$ cat config.mk
export PLATFORM = sky130hd
export DESIGN_NAME = modulo_unit
export DESIGN_NICKNAME = d
export VERILOG_FILES = /design/src/rtl/modulo_unit.sv
export SDC_FILE = /design/constraint.sdc
export NUM_CORES = 1
export LEC_CHECK = 0
export CAP_MARGIN = 0
export CORE_ASPECT_RATIO = 2
export CORE_UTILIZATION = 53
export CTS_CLUSTER_SIZE = 8
export DETAILED_ROUTE_END_ITERATION = 10
export MAX_ROUTING_LAYER = met4
export PLACE_DENSITY = 0.85
export RECOVER_POWER = 25
export SYNTH_ARGS = -nofsm -noshare
export SYNTH_HDL_FRONTEND = slang
export SYNTH_SLANG_ARGS = --single-unit
$ cat constraint.sdc
create_clock -name clk -period 5.5 [get_ports clk]
set_input_delay 1.1 -clock clk [delete_from_list [all_inputs] [get_ports clk]]
set_output_delay 1.1 -clock clk [all_outputs]
set_load 0.01 [all_outputs]
$ cat src/rtl/modulo_unit.sv
// ---------------------------------------------------------------------------
// modulo_unit
//   Sequential unsigned remainder unit: res = a mod b for WIDTH-bit operands.
//   Uses restoring long division that retires RADIX_BITS quotient bits per
//   clock. With the default configuration, a result is ready 8 edges after
//   the edge that accepts go.
//
//   Optional build macro: MODULO_EARLY_EXIT_EN
//     When this macro is defined, an operation with b != 0 and a < b finishes
//     on the accepting edge and returns res = a. The results are the same in
//     both builds; only the latency differs.
//
// Ports
//   clk   in   1      rising-edge clock
//   rst   in   1      synchronous reset, active low
//   go    in   1      start request. It is ignored while the unit is busy.
//   a     in   WIDTH  dividend, captured when go is accepted
//   b     in   WIDTH  divisor, captured when go is accepted
//   ready out  1      result valid / unit idle
//   error out  1      divide-by-zero flag for the last operation
//   res   out  WIDTH  unsigned remainder. A divide by zero returns a.
// ---------------------------------------------------------------------------
module modulo_unit #(
    parameter int WIDTH      = 16,
    parameter int RADIX_BITS = 2
) (
    input  logic             clk,
    input  logic             rst,
    input  logic             go,
    input  logic [WIDTH-1:0] a,
    input  logic [WIDTH-1:0] b,
    output logic             ready,
    output logic             error,
    output logic [WIDTH-1:0] res
);

    localparam int ITER  = WIDTH / RADIX_BITS;
    localparam int CNT_W = $clog2(ITER) + 1;

    localparam logic [1:0] ST_IDLE = 2'd0;
    localparam logic [1:0] ST_BUSY = 2'd1;
    localparam logic [1:0] ST_DONE = 2'd2;

    localparam logic [CNT_W-1:0] CNT_ZERO = {CNT_W{1'b0}};
    localparam logic [CNT_W-1:0] CNT_ONE  = CNT_W'(1);
    localparam logic [CNT_W-1:0] CNT_LAST = CNT_W'(ITER - 1);
    localparam logic [WIDTH-1:0] W_ZERO   = {WIDTH{1'b0}};

    logic [1:0]       state_r;
    logic [WIDTH-1:0] div_r;    // dividend; the next bits to consume are at the MSB end
    logic [WIDTH-1:0] b_r;
    logic [WIDTH-1:0] rem_r;    // partial remainder; always < b_r between steps
    logic [CNT_W-1:0] cnt_r;
    logic             ready_r;
    logic             error_r;
    logic [WIDTH-1:0] res_r;

    logic [WIDTH:0]   step_rem_s;
    logic [WIDTH-1:0] step_div_s;

    assign ready = ready_r;
    assign error = error_r;
    assign res   = res_r;

    // One BUSY iteration: shift RADIX_BITS dividend bits into the remainder, restoring after each one
    always_comb begin
        step_rem_s = {1'b0, rem_r};
        step_div_s = div_r;
        for (int k = 0; k < RADIX_BITS; k++) begin
            // The remainder is below b < 2^WIDTH, so the shifted value fits in WIDTH+1 bits
            step_rem_s = {step_rem_s[WIDTH-1:0], step_div_s[WIDTH-1]};
            step_div_s = {step_div_s[WIDTH-2:0], 1'b0};
            if (step_rem_s >= {1'b0, b_r}) begin
                step_rem_s = step_rem_s - {1'b0, b_r};
            end else begin
                step_rem_s = step_rem_s;
            end
        end
    end

    // Control FSM and datapath registers; all outputs are registered here
    always_ff @(posedge clk) begin
        if (!rst) begin
            state_r <= ST_IDLE;
            div_r   <= W_ZERO;
            b_r     <= W_ZERO;
            rem_r   <= W_ZERO;
            cnt_r   <= CNT_ZERO;
            ready_r <= 1'b0;
            error_r <= 1'b0;
            res_r   <= W_ZERO;
        end else begin
            case (state_r)
                ST_IDLE, ST_DONE: begin
                    if (go) begin
                        div_r   <= a;
                        b_r     <= b;
                        ready_r <= 1'b0;
                        error_r <= 1'b0;
                        if (b == W_ZERO) begin
                            // Divide by zero finishes at once and passes the dividend through
                            state_r <= ST_DONE;
                            error_r <= 1'b1;
                            res_r   <= a;
                            ready_r <= 1'b1;
`ifdef MODULO_EARLY_EXIT_EN
                        end else if (a < b) begin
                            state_r <= ST_DONE;
                            res_r   <= a;
                            ready_r <= 1'b1;
`endif
                        end else begin
                            state_r <= ST_BUSY;
                            rem_r   <= W_ZERO;
                            cnt_r   <= CNT_ZERO;
                        end
                    end else begin
                        state_r <= state_r;
                    end
                end
                ST_BUSY: begin
                    // A go request here is deliberately ignored
                    rem_r <= step_rem_s[WIDTH-1:0];
                    div_r <= step_div_s;
                    cnt_r <= cnt_r + CNT_ONE;
                    if (cnt_r == CNT_LAST) begin
                        res_r   <= step_rem_s[WIDTH-1:0];
                        ready_r <= 1'b1;
                        state_r <= ST_DONE;
                    end else begin
                        state_r <= ST_BUSY;
                    end
                end
                default: begin
                    state_r <= ST_IDLE;
                    ready_r <= 1'b0;
                    error_r <= 1'b0;
                    res_r   <= W_ZERO;
                end
            endcase
        end
    end

endmodule

==> impl_metrics.tcl, run 1 <==
set metrics [dict create \
    drive_gt1_share_pct 7.38 \
    synthCells 658 \
    clkLatencyLatePin_ns 0.34 \
    cts_buffers 9 \
    diodes 0 \
    crit_buf_inv 2 \
    synth.area.top_cells "dfxtp_1, nand2_1, ha_1" \
    hold_buffers 0 \
    synth_cell_types 66 \
    area_growth_pct 18.5 \
    drt-initial-drc-count 292 \
    routed_wl_microns 15800 \
    htree_levels 3 \
    initial_utilization_pct 55.0 \
    drv_cap 0 \
    path_delay_family "compound AO/OA/AOI/OAI gates" \
    synthArstFlopShare_pct 0 \
    rsz0062_at_grt "no" \
    final-max-slew-violation-count 0 \
    ys_ff_latch 72 \
    min_period_ns 5.08 \
    finalCritPeriodShare_pct 92.4 \
    vias 5164 \
    row_count 49 \
    cp-start-kind "flip-flop" \
    hp-class "flip-flop to flip-flop" \
    dp_hpwl_microns 12200 \
    r2r-end "rem_r[8]" \
    worstPathMaxFanout 12 \
    firstDrtPassIters 5 \
    hold_violations 0 \
    post_drt_via_cell_ratio 6.40 \
    synth_edf_count 0 \
    fp.dieH_microns 139 \
    routedWlPerCell_microns 19.6 \
    tightest_slew_ns 1.25 \
    grt_usage_pct 34.1 \
    port_buffers 52 \
    synth.most_common_cell "nand2_1" \
    overflow 0 \
    netlist.area_leader.share_pct 28.9 \
    regArea_sq_um 1440 \
    cts.sinks 72 \
    slowest_delay_ns 0.56 \
    fmax_mhz 197 \
    gp_congestion 1.02 \
    design.core.area_sq_um 9070 \
    netlist_area_sq_um 4990 \
    ioPinCount 53 \
    min_to "b_r[15]" \
    yosysSeqAreaShare_pct 28.9 \
    postCtsSetupRepairBufs 0 \
    crit_chain "inv_1 > ha_1 > nand4_1 > nor2_1 > o221ai_1 > a32oi_2 > buf_4 > mux2_2 > ha_1 > a21oi_1 > nand3b_1 > o21ai_0 > nand4b_1 > a2bb2oi_2 > nand2_2 > o211ai_2 > a21oi_1" \
    cts_tree "yes" \
    ctsResizeCount 0 \
    cp_slowest_cell "a2bb2oi_2" \
    min_path_cells 2 \
    nNetsFinal 772 \
    yosys.area.top_type "dfxtp_1" \
    power_density_nw_per_um2 697 \
    drc 0 \
    cp.arrival_ns 5.24 \
    ys_top_cells_by_count "nand2_1, dfxtp_1, a21oi_1" \
    die-area_sq_um 9830 \
    finalSetupViolations 0 \
    reg2reg_depth 17 \
    grt_antenna_before_repair 0 \
    maxSlewHeadroom_pct 16.7 \
    fin_skew_ns 0.00815 \
    reg2reg_from "b_r[9]" \
    path_clk_slew_ns 0.06 \
    holdWs_ns 0.461 \
    antenna_left 0 \
    multi_input_area_sq_um 3280 \
    crit_required_ns 5.66 \
    vdd_drop_max_v 0.000368 \
    grt_max_degree 48 \
    yosysWarnings 0 \
    die_w_microns 70.6 \
    root_buffer "clkbuf_16" \
    dominantRegCellSynth "dfxtp_1" \
    syn_nets 728 \
    crit_path_end_kind "flip-flop" \
    ff2ff_setup_slack_ns 0.42 \
    grt_pass1_wl_microns 25400 \
    setup_tns_ns 0 \
    grt_pass1_vias 5075 \
    clk_path_buf_depth 2 \
    p_leak_nw 2.37 \
    synth_area_per_cell_sq_um 7.59 \
    critPathKind "flip-flop to flip-flop" \
    fillers 806 \
    hp-start "b_r[15]" \
    status "completed" \
]
==> metrics by stage <==
stage | total power, mW | util, % | worst slack (ns) | cell area, sq um | std cells
global placement | 3.44 | 61.9 | 0.585 | 5620 | 793
floorplan | 2.71 | - | 1.14 | 4990 | 658
finish | 4.12 | 65.2 | 0.420 | 5910 | 807
CTS | 4.07 | 65.2 | 0.487 | 5910 | 807
global route | 4.40 | 65.2 | 0.122 | 5910 | 807
detailed placement | 3.46 | 61.9 | 0.515 | 5620 | 793
==> power by group <==
| part | internal [mW] | leakage (nW) | switching [mW] | total (mW) |
|---|---|---|---|---|
| clock | 0.361 | 0.141 | 0.229 | 0.590 |
| combinational | 1.17 | 1.64 | 1.76 | 2.93 |
| sequential | 0.565 | 0.588 | 0.0366 | 0.602 |
| total | 2.10 | 2.37 | 2.02 | 4.12 |
==> worst register-to-register path: cells and delay by family, from the launching register on <==
family                   cells  cell delay [ns]
adder cells (fa/ha/maj)      2             0.77
buffers and inverters        2             0.34
AND/OR/NAND/NOR              5             1.07
flip-flops                   1             0.33
AO/OA/AOI/OAI                7             2.03
multiplexers                 1             0.36
==> worst max-delay path by stage <==
stage | startpoint | to | slack (ns) | depth (start not counted)
floorplan | b_r[11] | res[9] | 1.14 | 19
global placement | b_r[9] | res[14] | 0.59 | 17
detailed placement | b_r[11] | rem_r[8] | 0.52 | 17
CTS | b_r[11] | rem_r[8] | 0.49 | 17
global route | b_r[10] | rem_r[0] | 0.12 | 17
finish | b_r[9] | rem_r[8] | 0.42 | 17
==> area by class of cell <==
class | instances | area share, %
Multi-Input combinational cell | 518 | 55.4
Tap cell | 102 | 2.16
Clock buffer | 10 | 4.04
Inverter | 34 | 2.16
Sequential cell | 72 | 24.4
Timing Repair Buffer | 67 | 10.9
Clock inverter | 4 | 0.931
==> cells by family (layout without fill, tap and decap cells) <==
| kind of cell | after synthesis | in the layout | share of synthesized area [%] |
|---|---|---|---|
| AOI/OAI and AO/OA | 208 | 208 | 27.7 |
| xor gates and xnor gates | 23 | 23 | 4.04 |
| adders and majority gates | 35 | 35 | 9.08 |
| buffers and inverters | 68 | 115 | 5.52 |
| DFF | 72 | 72 | 28.9 |
| muxes | 15 | 15 | 3.66 |
| and+or+nand+nor | 237 | 237 | 21.2 |
==> routing by layer <==
metal,up-vias,routed length [microns],GRT usage (%)
met5,-,0,-
met4,0,1160,24.5
met3,64,888,4.56
met2,213,8050,58.2
met1,2422,5700,35.4
li1,2465,-,-
==> flip-flops by register name, summed over array words and instances, names as in the netlist <==
name     flops
res         16
state_r      2
cnt_r        4
ready        1
div_r       16
b_r         16
rem_r       16
error        1
==> placed cells by master, fill, tap and decap left out, types with 13 or more instances in the layout <==
| cell | count |
|---|---|
| xnor2_1 | 15 |
| a31oi_1 | 15 |
| a311oi_1 | 16 |
| buf_4 | 14 |
| inv_1 | 33 |
| nor3_1 | 13 |
| o21ai_0 | 32 |
| clkdlybuf4s50_1 | 32 |
| a21o_1 | 15 |
| nor2_1 | 42 |
| a21oi_1 | 67 |
| nand2_1 | 115 |
| dfxtp_1 | 72 |
| nand3_1 | 19 |
| dlygate4sd3_1 | 20 |
| ha_1 | 33 |
Note: power is estimated with default switching activity, not from simulation.
==> run 2, diff against run 1 <==
- CORE_MARGIN: default -> 5
==> impl_metrics.tcl, run 2 (synthesis gave the netlist of run 1 again) <==
set metrics [dict create \
    status "completed" \
    post_drt_via_cell_ratio 6.35 \
    routed_wl_microns 16300 \
    p_leak_nw 2.38 \
    die-area_sq_um 11600 \
    vdd_drop_max_v 0.000302 \
    cts_buffers 9 \
    die_w_microns 78.6 \
    clkPwrFrac_pct 14.4 \
    hold_violations 0 \
    grt_pass1_vias 5204 \
    grt_usage_pct 29.8 \
    overflow 0 \
    swShare_pct 49.2 \
    design.core.area_sq_um 9320 \
    setup_tns_ns 0 \
    drc 0 \
    fin_skew_ns 0.00835 \
    vias 5152 \
    final_common_cell "nand2_1" \
    cts.sinks 72 \
    grt_antenna_before_repair 0 \
    p_sw_mw 2.07 \
    fmax_mhz 198 \
    firstDrtPassIters 5 \
    routedWlPerCell_microns 20.1 \
    clk_path_buf_depth 2 \
    maxSlewHeadroom_pct 21.9 \
    cp_slowest_cell "a2bb2oi_2" \
    ctsResizeCount 0 \
    p_int_mw 2.14 \
    grt_max_degree 48 \
    clkLatencyLatePin_ns 0.33 \
    crit_chain "inv_1 > ha_1 > nand4_1 > nor2_1 > o221ai_1 > a32oi_2 > buf_12 > mux2_2 > ha_1 > a21o_1 > a21o_1 > nor3_1 > nand4b_1 > a2bb2oi_2 > buf_4 > a21oi_1 > o21ai_1 > a31oi_1" \
    htree_levels 3 \
    final-max-slew-violation-count 0 \
    power_density_nw_per_um2 709 \
    finalSetupViolations 0 \
    ioPinCount 53 \
    cts_tree "yes" \
    nNetsFinal 772 \
    fp.dieH_microns 147 \
    row_count 50 \
    mostFrequentLayoutCells "nand2_1, dfxtp_1, a21oi_1" \
    cp-start-kind "flip-flop" \
    cp.arrival_ns 5.21 \
    rsz0062_at_grt "no" \
    root_buffer "clkbuf_16" \
    seq_power_share_pct 14.3 \
    gp_congestion 0.969 \
    drv_cap 0 \
    dp_hpwl_microns 13100 \
    tightest_slew_ns 1.17 \
    drt-initial-drc-count 318 \
    path_clk_slew_ns 0.06 \
    port_buffers 52 \
    hold_buffers 0 \
    min_period_ns 5.04 \
    finalCritPeriodShare_pct 91.6 \
    grt_pass1_wl_microns 26100 \
    fin_total_pwr_mw 4.22 \
    area_growth_pct 19.1 \
    crit_required_ns 5.67 \
    diodes 0 \
    drive_gt1_share_pct 7.92 \
    slowest_delay_ns 0.46 \
    antenna_left 0 \
    hp-class "flip-flop to flip-flop" \
    critPathKind "flip-flop to flip-flop" \
    postCtsSetupRepairBufs 0 \
    combPwrFrac_pct 71.3 \
    worstPathMaxFanout 18 \
    crit_path_end_kind "flip-flop" \
    initial_utilization_pct 53.5 \
]
[run 2: power by group through the flow]
stage	clock network (mW)	registers (mW)	logic, mW
6_report	0.608	0.602	3.01
3_5_place_dp	0	0.612	2.96
3_3_place_gp	0	0.609	2.95
4_1_cts	0.615	0.601	2.98
2_1_floorplan	0	0.595	2.12
5_1_grt	0.638	0.606	3.28
[run 2: per-stage QoR]
stage | cell area [sq um] | std cells | setup slack (ns) | hold WS, ns | util [%]
floorplan | 4990 | 658 | 1.14 | 0.436 | -
global placement | 5630 | 795 | 0.560 | 0.447 | 60.4
detailed placement | 5630 | 795 | 0.496 | 0.448 | 60.4
CTS | 5950 | 811 | 0.459 | 0.456 | 63.8
global route | 5950 | 811 | 0.0449 | 0.478 | 63.8
finish | 5950 | 811 | 0.461 | 0.456 | 63.8
[run 2: metal layers]
metal | global-route usage, % | up-vias | routed length, microns
met5 | - | - | 0
met4 | 22.5 | 0 | 1370
met3 | 4.23 | 82 | 633
met2 | 51.3 | 154 | 8450
met1 | 29.6 | 2446 | 5820
li1 | - | 2470 | -
[run 2: layout make-up]
type / count / area (sq um)
Timing Repair Buffer: 67 / 646
Inverter: 34 / 128
Clock inverter: 5 / 62.6
Sequential cell: 72 / 1440
Multi-Input combinational cell: 518 / 3290
Tap cell: 104 / 130
Fill cell: 831 / 3380
Clock buffer: 11 / 253
[run 2: final timing paths]
path           start  endpoint  slack [ns]  cells past startpoint
max          b_r[10]   res[10]        0.46                     18
max reg2reg  b_r[10]   res[10]        0.46                     18
min reg2reg   b_r[6]    b_r[6]        0.46                      2
min           b_r[6]    b_r[6]        0.46                      2
[run 2: critical path, delay by kind of cell, from the launching register on]
family | cells | cell delay [ns]
flip-flops | 1 | 0.33
multiplexers | 1 | 0.39
buffers and inverters | 3 | 0.54
AO/OA/AOI/OAI | 8 | 1.92
AND/OR/NAND/NOR | 4 | 0.86
adder cells (fa/ha/maj) | 2 | 0.80
==> run 3, diff against run 2 <==
- PLACE_DENSITY: 0.85 -> 0.77
==> impl_metrics.tcl, run 3 (synthesis gave the netlist of run 1 again) <==
set metrics [dict create \
    status "completed" \
    drc 0 \
    setup_tns_ns 0 \
    root_buffer "clkbuf_16" \
    tightest_slew_ns 1.10 \
    routedWlPerCell_microns 20.4 \
    vias 5149 \
    cp.arrival_ns 5.24 \
    path_clk_slew_ns 0.06 \
    postCtsSetupRepairBufs 0 \
    final-max-slew-violation-count 0 \
    ioPinCount 53 \
    fmax_mhz 199 \
    maxSlewHeadroom_pct 26.3 \
    fin_cells 817 \
    worstPathMaxFanout 11 \
    rsz0062_at_grt "no" \
    drv_cap 0 \
    clkPwrFrac_pct 15.2 \
    fp.dieH_microns 147 \
    clkLatencyLatePin_ns 0.34 \
    finalSetupViolations 0 \
    final_common_cell "nand2_1" \
    fin_skew_ns 0.00683 \
    drt-initial-drc-count 264 \
    placed_cells 801 \
    grt_antenna_before_repair 0 \
    crit_path_end_kind "flip-flop" \
    seq_power_share_pct 14.3 \
    cts_buffers 9 \
    fin_total_pwr_mw 4.22 \
    firstDrtPassIters 5 \
    crit_required_ns 5.71 \
    fin_util_pct 64.1 \
    post_drt_via_cell_ratio 6.30 \
    die_w_microns 78.6 \
    drive_gt1_share_pct 8.56 \
    hold_buffers 0 \
    p_sw_mw 2.04 \
    grt_pass1_vias 5140 \
    grt_pass1_wl_microns 26400 \
    layout_setup_ws_ns 0.466 \
    grt_max_degree 47 \
    initial_utilization_pct 53.5 \
    clk_path_buf_depth 2 \
    finalCritPeriodShare_pct 91.5 \
    holdWs_ns 0.459 \
    cts.sinks 72 \
    routed_wl_microns 16600 \
    overflow 0 \
    hold_violations 0 \
    critPathKind "flip-flop to flip-flop" \
    grt_usage_pct 30.3 \
    power_density_nw_per_um2 705 \
    gp_congestion 0.992 \
    vdd_drop_max_v 0.000318 \
    area_growth_pct 19.8 \
    nNetsFinal 778 \
    cts_tree "yes" \
    swShare_pct 48.3 \
    row_count 50 \
    htree_levels 3 \
    dp_hpwl_microns 13000 \
    die-area_sq_um 11600 \
    p_int_mw 2.18 \
    combPwrFrac_pct 70.6 \
    design.core.area_sq_um 9320 \
    p_leak_nw 2.41 \
    antenna_left 0 \
    port_buffers 52 \
    diodes 0 \
    min_period_ns 5.03 \
    hp-class "flip-flop to flip-flop" \
    final_cell_area_sq_um 5980 \
    place_area_sq_um 5660 \
    mostFrequentLayoutCells "nand2_1, dfxtp_1, a21oi_1" \
    cp-start-kind "flip-flop" \
    dp_slack_ns 0.501 \
    ctsResizeCount 0 \
]
run 3: cell types whose count changed in the layout (fill, tap and decap cells not counted), sizes merged:
cell / previous run / this run
buf: 15 / 21
clkinv: 2 / 4
clkinvlp: 2 / 1
clkbuf: 11 / 9
bufinv: 1 / 2
run 3: layout make-up:
| type | instances | area, sq um |
|---|---|---|
| tap | 104 | 130 |
| clock buffer | 9 | 225 |
| multi-input combinational | 518 | 3280 |
| sequential | 72 | 1440 |
| fill | 860 | 3340 |
| timing repair buffer | 73 | 678 |
| inverter | 34 | 128 |
| clock inverter | 7 | 95.1 |
run 3: worst max-delay path: stages (launching register included):
cell and delay, ns:
dfxtp_1 0.33, inv_1 0.10, ha_1 0.46, nand4_1 0.18, nor2_1 0.19, o221ai_1 0.18, a32oi_2 0.36, buf_4 0.28
o311ai_1 0.12, a31o_2 0.25, o21a_1 0.12, ha_1 0.39, nand4_1 0.12, nor4_1 0.44, nor3_1 0.13, a21oi_1 0.32
a2bb2oi_2 0.21, and3_1 0.23, o21ai_1 0.31, a31oi_1 0.15
run 3: power by group through the flow:
| stage | combinational [mW] | sequential [mW] | clock (mW) |
|---|---|---|---|
| final | 2.98 | 0.602 | 0.640 |
| after global routing | 3.22 | 0.606 | 0.673 |
| after CTS | 2.94 | 0.601 | 0.643 |
| after detailed placement | 2.91 | 0.613 | 0 |
| after global placement | 2.92 | 0.611 | 0 |
| after floorplan | 2.12 | 0.595 | 0 |
run 3: per-layer routing:
layer / vias to the layer above / GRT usage [%] / share of wire, %
met2: 157 / 53.4 / 53
met1: 2443 / 30.1 / 36
met4: 0 / 20.8 / 7.2
met5: - / - / 0
li1: 2487 / - / -
met3: 62 / 4.17 / 3.4
run 3: worst paths after layout:
path,start,endpoint,slack (ns),depth (start not counted)
worst max-delay path,b_r[10],res[7],0.47,19
worst min-delay path,b_r[5],b_r[5],0.46,2
worst max register to register,b_r[10],res[7],0.47,19
worst min register to register,b_r[5],b_r[5],0.46,2
